File: src/rtl/vga_rx_decoder_if.sv
// Video bus between a VGA timing generator (master) and the receive decoder (slave).
interface vga_rx_decoder_if;
  logic       hsync;
  logic       vsync;
  logic [2:0] red;
  logic [2:0] green;
  logic [1:0] blue;

  modport master (output hsync, vsync, red, green, blue);
  modport slave  (input  hsync, vsync, red, green, blue);
endinterface

File: src/rtl/vga_rx_decoder.sv
// VGA receive decoder: recovers line/frame timing from hsync/vsync, locks after clean frames,
// emits active-area pixels. Define VGA_RX_CRC_EN to add a per-frame CRC-16-CCITT of px_data.
module vga_rx_decoder #(
  parameter int HPIXELS     = 800,
  parameter int VLINES      = 521,
  parameter int HBP         = 144,
  parameter int HFP         = 784,
  parameter int VBP         = 31,
  parameter int VFP         = 511,
  parameter int LOCK_FRAMES = 2
) (
  input  logic                dclk,
  input  logic                clr,
  vga_rx_decoder_if.slave     vid,
  output logic [9:0]          px_x,
  output logic [9:0]          px_y,
  output logic [7:0]          px_data,
  output logic                px_valid,
  output logic                locked,
  output logic                err_hlen,
  output logic                err_vlen,
  output logic                frame_done,
  output logic [15:0]         frame_crc
);

  localparam logic [10:0] HPIX_W = 11'(HPIXELS);
  localparam logic [10:0] VLIN_W = 11'(VLINES);
  localparam logic [9:0]  HBP_W  = 10'(HBP);
  localparam logic [9:0]  HFP_W  = 10'(HFP);
  localparam logic [9:0]  VBP_W  = 10'(VBP);
  localparam logic [9:0]  VFP_W  = 10'(VFP);
  localparam int          GW     = (LOCK_FRAMES < 2) ? 1 : $clog2(LOCK_FRAMES + 1);
  localparam logic [GW-1:0] LOCK_W = GW'(LOCK_FRAMES);

  typedef enum logic [1:0] {SEARCH, VERIFY, LOCKED} state_t;
  state_t state, state_nx;
  logic [GW-1:0] good, good_nx;

  logic       hs1, vs1, hs_prev, vs_edge;
  logic [7:0] rgb1;
  logic [9:0] hcnt, vcnt, hcnt_nx, vcnt_nx;
  logic       first_h, first_v;
  logic       hedge, fstart, hlen_bad, vlen_bad, pix_ok, enter_search;

  always_ff @(posedge dclk or posedge clr) begin
    if (clr) begin
      hs1     <= 1'b1;
      vs1     <= 1'b1;
      rgb1    <= '0;
      hs_prev <= 1'b1;
      vs_edge <= 1'b1;
    end else begin
      hs1     <= vid.hsync;
      vs1     <= vid.vsync;
      rgb1    <= {vid.red, vid.green, vid.blue};
      hs_prev <= hs1;
      if (hedge) vs_edge <= vs1;
    end
  end

  // hcnt_nx/vcnt_nx are the coordinates of the stage-1 sample; the registers hold the previous one.
  always_comb begin
    hedge    = !hs1 && hs_prev;
    fstart   = hedge && !vs1 && vs_edge;
    hcnt_nx  = hedge ? '0 : ((hcnt == 10'h3FF) ? hcnt : hcnt + 10'd1);
    if (fstart)     vcnt_nx = '0;
    else if (hedge) vcnt_nx = (vcnt == 10'h3FF) ? vcnt : vcnt + 10'd1;
    else            vcnt_nx = vcnt;
    hlen_bad = (hedge && !first_h && ({1'b0, hcnt} + 11'd1) != HPIX_W) ||
               (!hedge && hcnt == 10'd1022);
    vlen_bad = fstart && !first_v && ({1'b0, vcnt} + 11'd1) != VLIN_W;
    pix_ok   = (state == LOCKED) &&
               (hcnt_nx >= HBP_W) && (hcnt_nx < HFP_W) &&
               (vcnt_nx >= VBP_W) && (vcnt_nx < VFP_W);
  end

  always_ff @(posedge dclk or posedge clr) begin
    if (clr) begin
      hcnt       <= '0;
      vcnt       <= '0;
      first_h    <= 1'b1;
      first_v    <= 1'b1;
      px_valid   <= 1'b0;
      px_x       <= '0;
      px_y       <= '0;
      px_data    <= '0;
      err_hlen   <= 1'b0;
      err_vlen   <= 1'b0;
      frame_done <= 1'b0;
    end else begin
      hcnt       <= hcnt_nx;
      vcnt       <= vcnt_nx;
      px_valid   <= pix_ok;
      px_x       <= pix_ok ? hcnt_nx - HBP_W : '0;
      px_y       <= pix_ok ? vcnt_nx - VBP_W : '0;
      px_data    <= pix_ok ? rgb1 : '0;
      err_hlen   <= hlen_bad;
      err_vlen   <= vlen_bad;
      frame_done <= fstart;
      if (enter_search) begin
        first_h <= 1'b1;
        first_v <= 1'b1;
      end else begin
        if (hedge)  first_h <= 1'b0;
        if (fstart) first_v <= 1'b0;
      end
    end
  end

  // The FSM acts on the registered pulses, so locked follows an error by one cycle.
  always_comb begin
    state_nx = state;
    good_nx  = good;
    case (state)
      SEARCH: if (frame_done) begin
        state_nx = VERIFY;
        good_nx  = '0;
      end
      VERIFY: begin
        if (err_hlen || err_vlen) state_nx = SEARCH;
        else if (frame_done) begin
          if ((good + GW'(1)) == LOCK_W) state_nx = LOCKED;
          else                           good_nx  = good + GW'(1);
        end
      end
      LOCKED: if (err_hlen || err_vlen) state_nx = SEARCH;
      default: state_nx = SEARCH;
    endcase
    enter_search = (state != SEARCH) && (state_nx == SEARCH);
  end

  always_ff @(posedge dclk or posedge clr) begin
    if (clr) begin
      state <= SEARCH;
      good  <= '0;
    end else begin
      state <= state_nx;
      good  <= good_nx;
    end
  end

  assign locked = (state == LOCKED);

`ifdef VGA_RX_CRC_EN
  logic [15:0] crc;

  function automatic logic [15:0] crc_byte(input logic [15:0] c, input logic [7:0] d);
    logic [15:0] r;
    r = c ^ {d, 8'h00};
    for (int unsigned i = 0; i < 8; i++)
      r = r[15] ? ((r << 1) ^ 16'h1021) : (r << 1);
    return r;
  endfunction

  always_ff @(posedge dclk or posedge clr) begin
    if (clr) begin
      crc       <= '1;
      frame_crc <= '0;
    end else if (frame_done) begin
      frame_crc <= crc;
      crc       <= '1;
    end else if (px_valid) begin
      crc <= crc_byte(crc, px_data);
    end
  end
`else
  assign frame_crc = '0;
`endif

endmodule

File: src/flat_wrapper.sv
// flat-port wrapper written by rule: the top's interface ports become plain ports
module vga_rx_decoder_flat 
#(
  parameter int HPIXELS     = 800,
  parameter int VLINES      = 521,
  parameter int HBP         = 144,
  parameter int HFP         = 784,
  parameter int VBP         = 31,
  parameter int VFP         = 511,
  parameter int LOCK_FRAMES = 2
)
  (dclk, clr, px_x, px_y, px_data, px_valid, locked, err_hlen, err_vlen, frame_done, frame_crc, vid_hsync, vid_vsync, vid_red, vid_green, vid_blue);
  vga_rx_decoder_if vid_i ();
  input  logic dclk;
  input  logic clr;
  output logic [9:0] px_x;
  output logic [9:0] px_y;
  output logic [7:0] px_data;
  output logic px_valid;
  output logic locked;
  output logic err_hlen;
  output logic err_vlen;
  output logic frame_done;
  output logic [15:0] frame_crc;
  input wire logic [$bits(vid_i.hsync)-1:0] vid_hsync;
  input wire logic [$bits(vid_i.vsync)-1:0] vid_vsync;
  input wire logic [$bits(vid_i.red)-1:0] vid_red;
  input wire logic [$bits(vid_i.green)-1:0] vid_green;
  input wire logic [$bits(vid_i.blue)-1:0] vid_blue;
  assign vid_i.hsync = vid_hsync;
  assign vid_i.vsync = vid_vsync;
  assign vid_i.red = vid_red;
  assign vid_i.green = vid_green;
  assign vid_i.blue = vid_blue;
  vga_rx_decoder #(.HPIXELS(HPIXELS), .VLINES(VLINES), .HBP(HBP), .HFP(HFP), .VBP(VBP), .VFP(VFP), .LOCK_FRAMES(LOCK_FRAMES)) u_core (.dclk(dclk), .clr(clr), .vid(vid_i), .px_x(px_x), .px_y(px_y), .px_data(px_data), .px_valid(px_valid), .locked(locked), .err_hlen(err_hlen), .err_vlen(err_vlen), .frame_done(frame_done), .frame_crc(frame_crc));
endmodule
File: config.mk
export PLATFORM = sky130hd
export DESIGN_NAME = vga_rx_decoder_flat
export DESIGN_NICKNAME = d
export VERILOG_FILES = /design/src/rtl/vga_rx_decoder_if.sv /design/src/rtl/vga_rx_decoder.sv /design/src/flat_wrapper.sv
export SDC_FILE = /design/constraint.sdc
export NUM_CORES = 1
export LEC_CHECK = 0
export ABC_AREA = 1
export ABC_CLOCK_PERIOD_IN_PS = 2500
export BUFFER_PORTS_ARGS = -buffer_cell sky130_fd_sc_hd__buf_2
export CELL_PAD_IN_SITES_DETAIL_PLACEMENT = 1
export CELL_PAD_IN_SITES_GLOBAL_PLACEMENT = 1
export CORE_MARGIN = 4
export CORE_UTILIZATION = 31
export CTS_CLUSTER_SIZE = 20
export DETAILED_ROUTE_END_ITERATION = 16
export GPL_TIMING_DRIVEN = 0
export PLACE_DENSITY_LB_ADDON = 0.1
export SLEW_MARGIN = 20
export SYNTH_ARGS = -nofsm -noshare
export SYNTH_HDL_FRONTEND = slang
export SYNTH_SLANG_ARGS = --single-unit
File: constraint.sdc
create_clock -name dclk -period 2.5 [get_ports dclk]
set_input_delay 0.75 -clock dclk [delete_from_list [all_inputs] [get_ports dclk]]
set_output_delay 0.75 -clock dclk [all_outputs]
set_load 0.03 [all_outputs]
==> results.tsv <==
metric	value	unit
vias	2851	
arrival	2720	ps
hp-class	register to register	
cts_tree	done	
syn_area_per_cell	8.81	um2
grt-ovfl-total	0	
tns	0	ps
clk_latency	330	ps
r2r_start	u_core.vcnt[1]$_DFF_PP0_	
grt_pass1_vias	2938	
cts_hold_buf	0	
n_antenna_cell	0	
io_buffers	44	
synthTopCellsByCount	67 x nand2_1, 64 x dfrtp_1, 61 x inv_1, 50 x nor2_1, 36 x nand3_1	
synth-seq-cells	70	
hold_viol_final	0	
placementRows	38	
synth_cell_types	34	
die_area	13000	um2
initial_core_util	31.8	%
finalSetupViolCount	0	
min_from	u_core.hs1$_DFF_PP1_	
cp-end-kind	register	
multi_input_area	1680	um2
core	10900	um2
cp.required	2770	ps
root_buffer	clkbuf_16	
synth.area.top_cells	dfrtp_1 46%, nand2_1 7.2%, inv_1 6.6%, nor2_1 5.4%, nand3_1 5.2%	
area_delta_synth_final	41.4	%
rsz0062_at_grt	true	
cts_buffers	9	
status	finished, final reports clean	
syn_inst	395	
htree_levels	3	
startpoint_type	register	
num_io_pins	61	
synthArstFlopShare	100	%
fin_crit_sh	98.3	%
r2r_end	u_core.px_y[0]$_DFF_PP0_	
gp_congestion	0.775	
slew_viol_final	0	
ff2ff_path_depth	16	
die_height	114	um
fp.dieW	114	um
critPathMaxFanout	5	
synth_area_leader_cell	dfrtp_1	
synth_edf_count	0	
final_layout_size_suffix_gt1_share	38.1	%
yosysMostFrequentCell	nand2_1	
antenna_left	0	
seq_area_frac_synth	50.6	%
synth_area	3480	um2
synth_top_cell_area_share	46.0	%
timing.final.crit_period	2460	ps
hold-path-endpoint	u_core.hs_prev$_DFF_PP1_	
wl	8860	um
nFillCells	1273	
dpl.hpwl	6000	um
drv_cap	0	
timing.fmax	407	MHz
synth_warnings	0	
r2r_slack	40	ps
fin_skew	8.75	ps
leakagePower	2.58	nW
worstSetupPathType	register to register	
grt_pass1_wl	14400	um
utilization	45.0	%
grt_max_degree	30	
track_usage	14.0	%
clkTransAtPathRegs	60	ps
drt_iter0_drc	76	
routedWlPerCell	13.7	um
nets	521	
dr.pass1.iters	4	
detail_route.vias_per_cell	4.41	
powerDensity	757	nW/um2
ir_worst_vdd	0.510	mV
holdPathStages	0	
clk_path_buf_depth	2	
drc	0	
cts_num_sinks	70	
antenna_found_initial	0	
register_area	1760	um2
synth_ff_type	dfrtp_1	
[through the flow]
stage / area, um2 / cells / hold slack [ps] / setup slack (ps) / total power, mW
after global placement: 3940 / 594 / 356 / -569 / 2.16
after global routing: 4920 / 646 / 381 / -101 / 3.98
after detailed placement: 3980 / 596 / 357 / -619 / 2.20
after floorplan: 3540 / 410 / 354 / 69.0 / 2.00
after CTS: 4600 / 636 / 374 / 5.49 / 3.61
final: 4920 / 646 / 371 / 43.5 / 3.73
[routing by layer]
metal	wire [um]	global-route usage, %
met1	3880	18.0
met2	4500	23.4
met3	384	3.77
met4	93	3.80
met5	0	0
[what timing repair did]
item	in CTS	in global routing
endpoints found under the setup margin	29	28
pin swaps	11	11
gates cloned	1	1
resized for setup	22	53
buffers inserted	23	9
[flip-flops by register name (all words and copies together), names as in the netlist, 2 cells and up]
signal / count
u_core.rgb1: 8
u_core.px_x: 10
u_core.px_data: 8
u_core.vcnt: 10
u_core.good: 2
u_core.state: 2
u_core.hcnt: 10
u_core.px_y: 10
[how the worst max path moves through the flow]
stage / from / to / slack [ps] / cells past startpoint
after floorplan: u_core.hs_prev$_DFF_PP1_ / u_core.px_y[0]$_DFF_PP0_ / 70 / 13
after global placement: u_core.hs_prev$_DFF_PP1_ / u_core.px_y[5]$_DFF_PP0_ / -570 / 13
after detailed placement: u_core.hs_prev$_DFF_PP1_ / u_core.px_y[5]$_DFF_PP0_ / -620 / 13
after CTS: u_core.vcnt[1]$_DFF_PP0_ / u_core.px_y[7]$_DFF_PP0_ / 5 / 16
after global routing: u_core.hcnt[1]$_DFF_PP0_ / u_core.px_y[0]$_DFF_PP0_ / -100 / 17
final: u_core.vcnt[1]$_DFF_PP0_ / u_core.px_y[0]$_DFF_PP0_ / 40 / 16
[cells in the final DEF (no fill, tap or decap), drive strengths merged, types with 11 or more instances in the layout]
cell type | synthesis | layout
buf | 20 | 98
nand2 | 70 | 70
nor2 | 68 | 68
dfrtp | 64 | 64
inv | 62 | 61
nand3 | 42 | 42
conb | 1 | 16
o21ai | 16 | 16
clkbuf | 0 | 12
xor2 | 11 | 11
[where the power goes]
part | leakage, nW | internal [mW] | switching [mW] | total [mW]
clock | 0.142 | 0.799 | 0.482 | 1.28
combinational | 1.53 | 0.400 | 0.639 | 1.04
sequential | 0.905 | 1.27 | 0.136 | 1.41
total | 2.58 | 2.47 | 1.26 | 3.73
[logic make-up after synthesis]
logic type      count (synthesis)  synth area share (%)
flops                          70                  50.6
compound gates                 27                  4.42
buf+inv                        82                  11.1
simple gates                  193                  27.4
other cells                     1                 0.108
fa+ha+maj                       8                  2.88
xor+xnor                       14                  3.52
[cell type report]
cell class | instances | share of cell area, %
buffer | 20 | 3.53
clock buffer | 11 | 4.93
clock inverter | 5 | 1.20
inverter | 62 | 4.86
multi-input combinational | 258 | 34.0
sequential | 70 | 35.8
tap | 140 | 3.56
timing repair buffer | 80 | 12.1
[critical path: stages, from the launching register on]
cell and delay [ps]:
dfrtp_1 420, ha_4 190, nand3_4 90, nor2_4 50, nand3_4 100, buf_4 140
nand3_2 80, a21oi_4 220, ha_4 180, nand3_4 90, nor2_4 170, nand2_4 90
nand4_4 70, nand3_4 110, buf_12 160, clkbuf_16 160, nor2_4 70
No activity file was read; power rests on OpenSTA's default activity.
